**src/rtl/prog_mem_arbiter_pkg.sv**
```systemverilog
// Shared types and constants for the program-memory arbiter.
// Holds the FSM state encoding, default address window and port ids.
package prog_mem_arbiter_pkg;

    typedef enum logic [1:0] {
        IDLE,
        ACCESS,
        RESP,
        ERR
    } state_t;

    localparam logic [31:0] DEF_BASE  = 32'h0000_1030;
    localparam logic [31:0] DEF_LIMIT = 32'h0000_142F;

    localparam int OFF_W = 10;
    localparam int CNT_W = 4;

    localparam logic PORT_F = 1'b0;
    localparam logic PORT_L = 1'b1;

endpackage

```
**src/rtl/prog_mem_arbiter_range_check.sv**
```systemverilog
// Combinational window check for the arbitration-selected address.
// Ports: addr_i in; in_range_o (BASE..LIMIT inclusive), off_o = addr-BASE.
module prog_range_check
    import prog_mem_arbiter_pkg::*;
#(
    parameter logic [31:0] BASE  = DEF_BASE,
    parameter logic [31:0] LIMIT = DEF_LIMIT
) (
    input  logic [31:0]      addr_i,
    output logic             in_range_o,
    output logic [OFF_W-1:0] off_o
);

    assign in_range_o = (addr_i >= BASE) && (addr_i <= LIMIT);

    // Only the low bits of the difference reach the memory, and the
    // low bits of a subtraction depend only on the operands' low bits.
    assign off_o = addr_i[OFF_W-1:0] - BASE[OFF_W-1:0];

endmodule

```
**src/rtl/prog_mem_arbiter.sv**
```systemverilog
// Two-port (fetch / loader) arbiter in front of a single program memory.
// Ports: F_* fetch (read-only), L_* loader (read/write), MEM_* memory side.
module prog_mem_arbiter
    import prog_mem_arbiter_pkg::*;
#(
    parameter logic [31:0] BASE        = DEF_BASE,
    parameter logic [31:0] LIMIT       = DEF_LIMIT,
    parameter int unsigned WAIT_CYCLES = 1
) (
    input  logic             CLK,
    input  logic             RST_n,
    input  logic             F_REQ,
    input  logic [31:0]      F_ADDR,
    output logic             F_GNT,
    output logic             F_VALID,
    output logic             F_ERR,
    output logic [31:0]      F_RDATA,
    input  logic             L_REQ,
    input  logic             L_WE,
    input  logic [31:0]      L_ADDR,
    input  logic [31:0]      L_WDATA,
    output logic             L_GNT,
    output logic             L_VALID,
    output logic             L_ERR,
    output logic [31:0]      L_RDATA,
    output logic             CS_P,
    output logic             MEM_WE,
    output logic [OFF_W-1:0] MEM_ADDR,
    output logic [31:0]      MEM_WDATA,
    input  logic [31:0]      MEM_RDATA
);

    localparam logic [CNT_W-1:0] WAIT_LD = CNT_W'(WAIT_CYCLES - 1);

    state_t            state_q, state_d;
    logic [CNT_W-1:0]  cnt_q, cnt_d;
    logic              last_q, last_d;
    logic              port_q, port_d;
    logic              we_q, we_d;
    logic [OFF_W-1:0]  addr_q, addr_d;
    logic [31:0]       wdata_q, wdata_d;
    logic              f_gnt_q, f_gnt_d, l_gnt_q, l_gnt_d;
    logic              f_val_q, f_val_d, l_val_q, l_val_d;
    logic              f_err_q, f_err_d, l_err_q, l_err_d;
    logic [31:0]       f_rd_q, f_rd_d, l_rd_q, l_rd_d;
    logic              cs_q, cs_d, mwe_q, mwe_d;

    logic              grant_f, grant_l;
    logic [31:0]       sel_addr;
    logic              in_range;
    logic [OFF_W-1:0]  sel_off;

    // Round-robin: on contention the port not granted last wins.
    assign grant_f  = F_REQ & (~L_REQ | (last_q == PORT_L));
    assign grant_l  = L_REQ & ~grant_f;
    assign sel_addr = grant_l ? L_ADDR : F_ADDR;

    prog_range_check #(
        .BASE  (BASE),
        .LIMIT (LIMIT)
    ) u_range (
        .addr_i     (sel_addr),
        .in_range_o (in_range),
        .off_o      (sel_off)
    );

    always_comb begin
        state_d = state_q;
        cnt_d   = cnt_q;
        last_d  = last_q;
        port_d  = port_q;
        we_d    = we_q;
        addr_d  = addr_q;
        wdata_d = wdata_q;
        f_gnt_d = 1'b0;
        l_gnt_d = 1'b0;
        f_val_d = 1'b0;
        l_val_d = 1'b0;
        f_err_d = 1'b0;
        l_err_d = 1'b0;
        f_rd_d  = f_rd_q;
        l_rd_d  = l_rd_q;
        // Memory strobes are registered one cycle behind the state, so
        // the grant cycle precedes the first strobed access cycle.
        cs_d    = (state_q == ACCESS);
        mwe_d   = cs_d & we_q;
        unique case (state_q)
            IDLE: begin
                if (F_REQ | L_REQ) begin
                    port_d  = grant_l ? PORT_L : PORT_F;
                    last_d  = grant_l ? PORT_L : PORT_F;
                    f_gnt_d = grant_f;
                    l_gnt_d = grant_l;
                    we_d    = grant_l & L_WE;
                    addr_d  = sel_off;
                    wdata_d = grant_l ? L_WDATA : 32'h0;
                    cnt_d   = WAIT_LD;
                    state_d = in_range ? ACCESS : ERR;
                end
            end
            ACCESS: begin
                if (cnt_q == '0) begin
                    state_d = RESP;
                end else begin
                    cnt_d = cnt_q - 1'b1;
                end
            end
            RESP: begin
                // MEM_RDATA belongs to the last strobed cycle, i.e. now.
                if (port_q == PORT_L) begin
                    l_val_d = 1'b1;
                    l_rd_d  = MEM_RDATA;
                end else begin
                    f_val_d = 1'b1;
                    f_rd_d  = MEM_RDATA;
                end
                state_d = IDLE;
            end
            ERR: begin
                if (port_q == PORT_L) begin
                    l_val_d = 1'b1;
                    l_err_d = 1'b1;
                end else begin
                    f_val_d = 1'b1;
                    f_err_d = 1'b1;
                end
                state_d = IDLE;
            end
            default: state_d = IDLE;
        endcase
    end

    always_ff @(posedge CLK or negedge RST_n) begin
        if (!RST_n) begin
            state_q <= IDLE;
            cnt_q   <= '0;
            last_q  <= PORT_L;
            port_q  <= PORT_F;
            we_q    <= 1'b0;
            addr_q  <= '0;
            wdata_q <= '0;
            f_gnt_q <= 1'b0;
            l_gnt_q <= 1'b0;
            f_val_q <= 1'b0;
            l_val_q <= 1'b0;
            f_err_q <= 1'b0;
            l_err_q <= 1'b0;
            f_rd_q  <= '0;
            l_rd_q  <= '0;
            cs_q    <= 1'b0;
            mwe_q   <= 1'b0;
        end else begin
            state_q <= state_d;
            cnt_q   <= cnt_d;
            last_q  <= last_d;
            port_q  <= port_d;
            we_q    <= we_d;
            addr_q  <= addr_d;
            wdata_q <= wdata_d;
            f_gnt_q <= f_gnt_d;
            l_gnt_q <= l_gnt_d;
            f_val_q <= f_val_d;
            l_val_q <= l_val_d;
            f_err_q <= f_err_d;
            l_err_q <= l_err_d;
            f_rd_q  <= f_rd_d;
            l_rd_q  <= l_rd_d;
            cs_q    <= cs_d;
            mwe_q   <= mwe_d;
        end
    end

    assign F_GNT     = f_gnt_q;
    assign L_GNT     = l_gnt_q;
    assign F_VALID   = f_val_q;
    assign L_VALID   = l_val_q;
    assign F_ERR     = f_err_q;
    assign L_ERR     = l_err_q;
    assign F_RDATA   = f_rd_q;
    assign L_RDATA   = l_rd_q;
    assign CS_P      = cs_q;
    assign MEM_WE    = mwe_q;
    assign MEM_ADDR  = addr_q;
    assign MEM_WDATA = wdata_q;

endmodule
```
**config.mk**
```make
export PLATFORM = sky130hd
export DESIGN_NAME = prog_mem_arbiter
export DESIGN_NICKNAME = d
export VERILOG_FILES = /design/src/rtl/prog_mem_arbiter_pkg.sv /design/src/rtl/prog_mem_arbiter_range_check.sv /design/src/rtl/prog_mem_arbiter.sv
export SDC_FILE = /design/constraint.sdc
export NUM_CORES = 1
export LEC_CHECK = 0
export CAP_MARGIN = 10
export CORE_MARGIN = 1.5
export CORE_UTILIZATION = 40
export DETAILED_ROUTE_END_ITERATION = 6
export GPL_TIMING_DRIVEN = 0
export PLACE_DENSITY = 0.79
export SYNTH_ARGS = -nofsm -noshare
export SYNTH_HDL_FRONTEND = slang
export SYNTH_SLANG_ARGS = --single-unit
```
**constraint.sdc**
```tcl
create_clock -name CLK -period 5.6 [get_ports CLK]
set_input_delay 0.84 -clock CLK [delete_from_list [all_inputs] [get_ports CLK]]
set_output_delay 0.84 -clock CLK [all_outputs]
set_load 0.005 [all_outputs]
```
# Word level (Yosys, flattened, before mapping)
# Cells that the tools add are included.
[word_totals]
reg_bits = 123
inputBits = 133
output_inout_bits = 114
wordCells = 66
[classes]
addsub = 2
magnitude_cmp = 2
n_eq_ne = 6
muxes = 20
bitwise_logic = 9
reduce_logical = 10
[ops]
columns = ["cell", "count"]
rows = [
  ["$mux 32", 2],
  ["$ge 32x13->1 const B", 1],
  ["$le 32x13->1 const B", 1],
  ["$mux 1", 11],
  ["$sub 10x6->10 const B", 1],
  ["$mux 4", 2],
  ["$pmux 4 s2", 1],
  ["$reduce_and 2->1", 4],
  ["$mux 2", 3],
  ["$pmux 2 s3", 1],
  ["$and 1x1->1", 4],
  ["$eq 2x2->1 const B", 2],
  ["$logic_not 4->1", 1],
  ["$ne 2x2->1 const B", 2],
  ["$sub 4x1->4 const B", 1],
  ["$not 1->1", 3],
  ["$reduce_and 3->1", 1],
  ["$eq 2x1->1 const B", 1],
  ["$logic_not 2->1", 1],
  ["$ne 2x1->1 const B", 1],
  ["$or 1x1->1", 2],
  ["$reduce_bool 2->1", 1],
  ["$reduce_or 2->1", 1],
  ["$logic_and 1x1->1", 1],
]

# Logic depth before layout (Yosys ltp)
[depth]
word_depth = 11
depth_mapped = 9
ltp_nobuf = 8

# Cells and area by module
# A second synthesis with hierarchy kept.
[unflattened]
hier_cells = 359
area_unflattened_um2 = 5361.4
[by_module_without_submodules]
columns = ["module", "n_inst", "cells_each", "area_each_um2", "seq_area_each_um2"]
rows = [
  ["prog_mem_arbiter", 1, 325, 5111.2, 3079.2],
  ["prog_range_check", 1, 34, 250.2, 0.0],
]

# Worst setup path after synthesis
# No wires, ideal clock.
[synth_path]
kind = "input port to flip-flop"
startpoint = "input port L_REQ"
endpoint = "register state_q[1]"
setup_ns = 0.082
arrival_ns = 2.497
required_ns = 5.518
path_slack_ns = 3.021
path_stages = 8
path_buffers = 2
path_cell_list = "a21boi_4 -> buf_6 -> buf_12 -> mux2_2 -> ha_1 -> nor2_1 -> mux2_2 -> a31oi_1"
[synth_via]
elab_chain_len = 11
word_cells_on_any_way = 15
cone_classes = "2 x order compare; 1 x eq/ne; 4 x mux; 6 x bitwise; 2 x reduce/logical"
[synth_lines]
columns = ["item", "line_no", "rtl"]
rows = [
  ["start, declared", "prog_mem_arbiter.sv:18", "input logic L_REQ,"],
  ["$not 1->1", "prog_mem_arbiter.sv:54", "assign grant_f = F_REQ & (~L_REQ | (last_q == PORT_L));"],
  ["$or 1x1->1", "prog_mem_arbiter.sv:54", ""],
  ["$and 1x1->1", "prog_mem_arbiter.sv:54", ""],
  ["$not 1->1", "prog_mem_arbiter.sv:55", "assign grant_l = L_REQ & ~grant_f;"],
  ["$and 1x1->1", "prog_mem_arbiter.sv:55", ""],
  ["$mux 32", "prog_mem_arbiter.sv:56", "assign sel_addr = grant_l ? L_ADDR : F_ADDR;"],
  ["$ge 32x13->1 / $le 32x13->1 (equally long branches)", "prog_mem_arbiter_range_check.sv:14", "assign in_range_o = (addr_i >= BASE) && (addr_i <= LIMIT);"],
  ["$logic_and 1x1->1", "prog_mem_arbiter_range_check.sv:14", ""],
  ["$mux 2", "prog_mem_arbiter.sv:98", "state_d = in_range ? ACCESS : ERR;"],
  ["$mux 2", "prog_mem_arbiter.sv:89", "if (F_REQ | L_REQ) begin"],
  ["$pmux 2 s3", "prog_mem_arbiter.sv:87", "unique case (state_q)"],
  ["end signal, assigned", "prog_mem_arbiter.sv:153", "state_q <= state_d;"],
  ["end, declared", "prog_mem_arbiter.sv:35", "state_t state_q, state_d;"],
]
# Parallel ways exist; a longest one is shown, timed or not. The select of a mux whose other input is x is not followed.
# A chain may end at the register's enable or synchronous reset.

# Worst setup path after layout
# Ends and elaborated chain as after synthesis.

==> impl_metrics.tcl <==
set metrics [dict create \
    outcome "complete, no violations" \
    setup_viol 0 \
    fin_worst_skew_ns 0.00975 \
    io_buffers 246 \
    synth_compound_area_frac 0.0954 \
    synth_xor_area_frac 0.0105 \
    cp-end-kind "flip-flop" \
    final_cell_mix "clkdlybuf4s50_1, dfrtp_1, mux2_2" \
    post-route-period-util 0.520 \
    diodes 0 \
    ys_types 47 \
    drt-wirelength-per-cell_microns 16.8 \
    crit_required_ns 5.93 \
    clk_path_buf_depth 2 \
    root_buffer "clkbuf_16" \
    clkTransAtPathRegs_ns 0.06 \
    vias 3989 \
    syn_area_sq_um 4980 \
    place.gp.congestion 0.856 \
    grt_max_degree 90 \
    cp_max_fo 10 \
    min-delay-path-class "primary input to asynchronous set/reset pin" \
    yosysWarnings 0 \
    track_usage 0.211 \
    overflow 0 \
    crit_arrival_ns 3.24 \
    start_util 0.413 \
    synth_top_family_by_area "multiplexers" \
    dpl.hpwl_microns 10200 \
    route.detailed.drc 0 \
    clkLatencyLatePin_ns 0.40 \
    syn_inst 356 \
    htreeDepth 4 \
    critPathLaunchType "primary input" \
    hold_viol 0 \
    clock_sinks 123 \
    synthMuxAreaShare 0.173 \
    drtAntennaViolNets 0 \
    synth-simple-area-share 0.0633 \
    holdWs_ns 0.328 \
    tightest_slew_ns 0.503 \
    area_growth_pct 66.3 \
    slew_headroom 0.664 \
    avgSynthCellArea_sq_um 14.0 \
    final_common_cell "clkdlybuf4s50_1" \
    wirelength_microns 13500 \
    finalNetCount 759 \
    synthesis.nets 493 \
    grt_pass1_vias 4145 \
    max_freq_ghz 0.343 \
    numCtsBuffers 17 \
    drt_first_pass_iters 4 \
    via_per_inst 4.97 \
    io_pins 247 \
    drv_cap 0 \
    cts_hold_buffers 0 \
    antenna_found_initial 0 \
    powerDensity_nw_per_um2 530 \
    critPathMaxStageDelay_ns 0.53 \
    coreArea_sq_um 12100 \
    ir_worst_vdd_mv 0.196 \
    pre_cts_slack_ns 2.28 \
    ys_seq_area_frac 0.618 \
    post_cts_resized 0 \
    layout-drive-gt1-share 0.194 \
    synthAdderAreaFrac 0.0100 \
    path_cells "clkdlybuf4s50_1 -> a21boi_4 -> buf_6 -> buf_12 -> mux2_2 -> ha_1 -> a311oi_1 -> a31oi_1 -> mux2_2 -> a31oi_1" \
    postCtsSetupRepairBufs 0 \
    first_iter_violations 178 \
    period_minus_slack_ns 2.91 \
    rows 40 \
    leakage_nw 3.54 \
    ys_seq_elements 123 \
    fin_ws_ns 2.69 \
    rsz0062_at_grt "false" \
    grt_pass1_wl_microns 21100 \
    die-area_sq_um 13100 \
    die_x_microns 115 \
    drv_slew 0 \
    cts_tree "yes" \
    worst_path_max_delay_cell "clkdlybuf4s50_1" \
    path_class "primary input to flip-flop" \
    die_y_microns 115 \
]
## final timing paths
| path | startpoint | end | slack (ns) | cells after the start |
|---|---|---|---|---|
| worst max-delay path | L_REQ | state_q[1] | 2.69 | 10 |
| worst min register to register | MEM_ADDR[0] | MEM_ADDR[0] | 0.48 | 2 |
| min in group CLK | MEM_ADDR[0] | MEM_ADDR[0] | 0.48 | 2 |
| worst min-delay path | RST_n | L_RDATA[6] | 0.33 | 1 |
| max in group asynchronous | RST_n | last_q | 4.52 | 2 |
| worst max register to register | last_q | state_q[1] | 3.34 | 9 |
## metal layers
metal | global-route usage | wire length [microns] | vias to the layer above
li1 | - | - | 1835
met1 | 0.238 | 5170 | 1965
met2 | 0.376 | 7110 | 171
met3 | 0.0656 | 976 | 18
met4 | 0.0725 | 241 | 0
met5 | 0 | 0 | -
## stage by stage
stage	instances	setup TNS (ns)	util	power (mW)	instance area (sq um)
2_1_floorplan	356	0	-	2.25	4980
3_3_place_gp	770	-105.46	0.635	3.27	7660
3_5_place_dp	771	0	0.637	3.34	7680
4_1_cts	803	0	0.687	4.45	8290
5_1_grt	803	0	0.687	4.67	8290
6_report	803	0	0.687	4.40	8290
## layout make-up
| class | instances | area (sq um) |
|---|---|---|
| fillers | 878 | 3770 |
| flip-flops and latches | 123 | 3080 |
| repair buffers | 247 | 2490 |
| multi-input cells | 207 | 1760 |
| clock buffers | 20 | 467 |
| well taps | 168 | 210 |
| clock inverters | 12 | 138 |
| plain buffers | 20 | 124 |
| inverters | 6 | 22.5 |
## critical path: cells and delay by family
| family | cells | cell delay (ns) |
|---|---|---|
| adder cells (fa/ha/maj) | 1 | 0.20 |
| multiplexers | 2 | 0.63 |
| buffers and inverters | 3 | 0.87 |
| AO/OA/AOI/OAI | 4 | 0.69 |
## Yosys cell counts (all sizes together)
cell,n,area (sq um)
inv,6,22.5
mux2i,11,110
a21bo,1,10.0
nor2,9,33.8
nand4b,1,8.76
xnor2,4,35.0
nor4b,1,8.76
and2b,1,10.0
nand2b,2,12.5
buf,16,108
and3,2,12.5
nor4,9,62.6
o41ai,1,8.76
a21o,2,15.0
clkbuf,4,16.3
a21oi,6,33.8
o21ai,13,65.1
xor2,2,17.5
and4,2,18.8
nand3b,1,7.51
a22o,33,289
a311oi,1,8.76
or3,1,6.26
or4,1,7.51
nand3,3,15.0
nand4,1,6.26
nor3,2,10.0
nand2,15,56.3
a31oi,3,18.8
nor2b,2,12.5
ha,4,50.1
dfrtp,122,3050
o21a,1,7.51
and2,4,26.3
dfstp,1,26.3
mux2,67,754
a21boi,1,18.8
## power breakdown
part           switching [mW]  internal (mW)  leakage [nW]
clock                   0.392          0.694         0.293
combinational           0.613           1.16          1.74
sequential              0.229           1.31          1.51
total                    1.23           3.16          3.54
## registers in the layout, indices dropped and copies added, names as in the netlist, 2 cells and up
| name | cells |
|---|---|
| cnt_q | 4 |
| MEM_WDATA | 32 |
| F_RDATA | 32 |
| MEM_ADDR | 10 |
| L_RDATA | 32 |
| state_q | 2 |
## cells by family after synthesis
group | Yosys count
DFF | 123
buffers and inverters | 26
xor gates and xnor gates | 6
AOI/OAI and AO/OA | 62
muxes | 78
adders and majority gates | 4
and+or+nand+nor | 57
No activity file was read; power rests on OpenSTA's default activity.
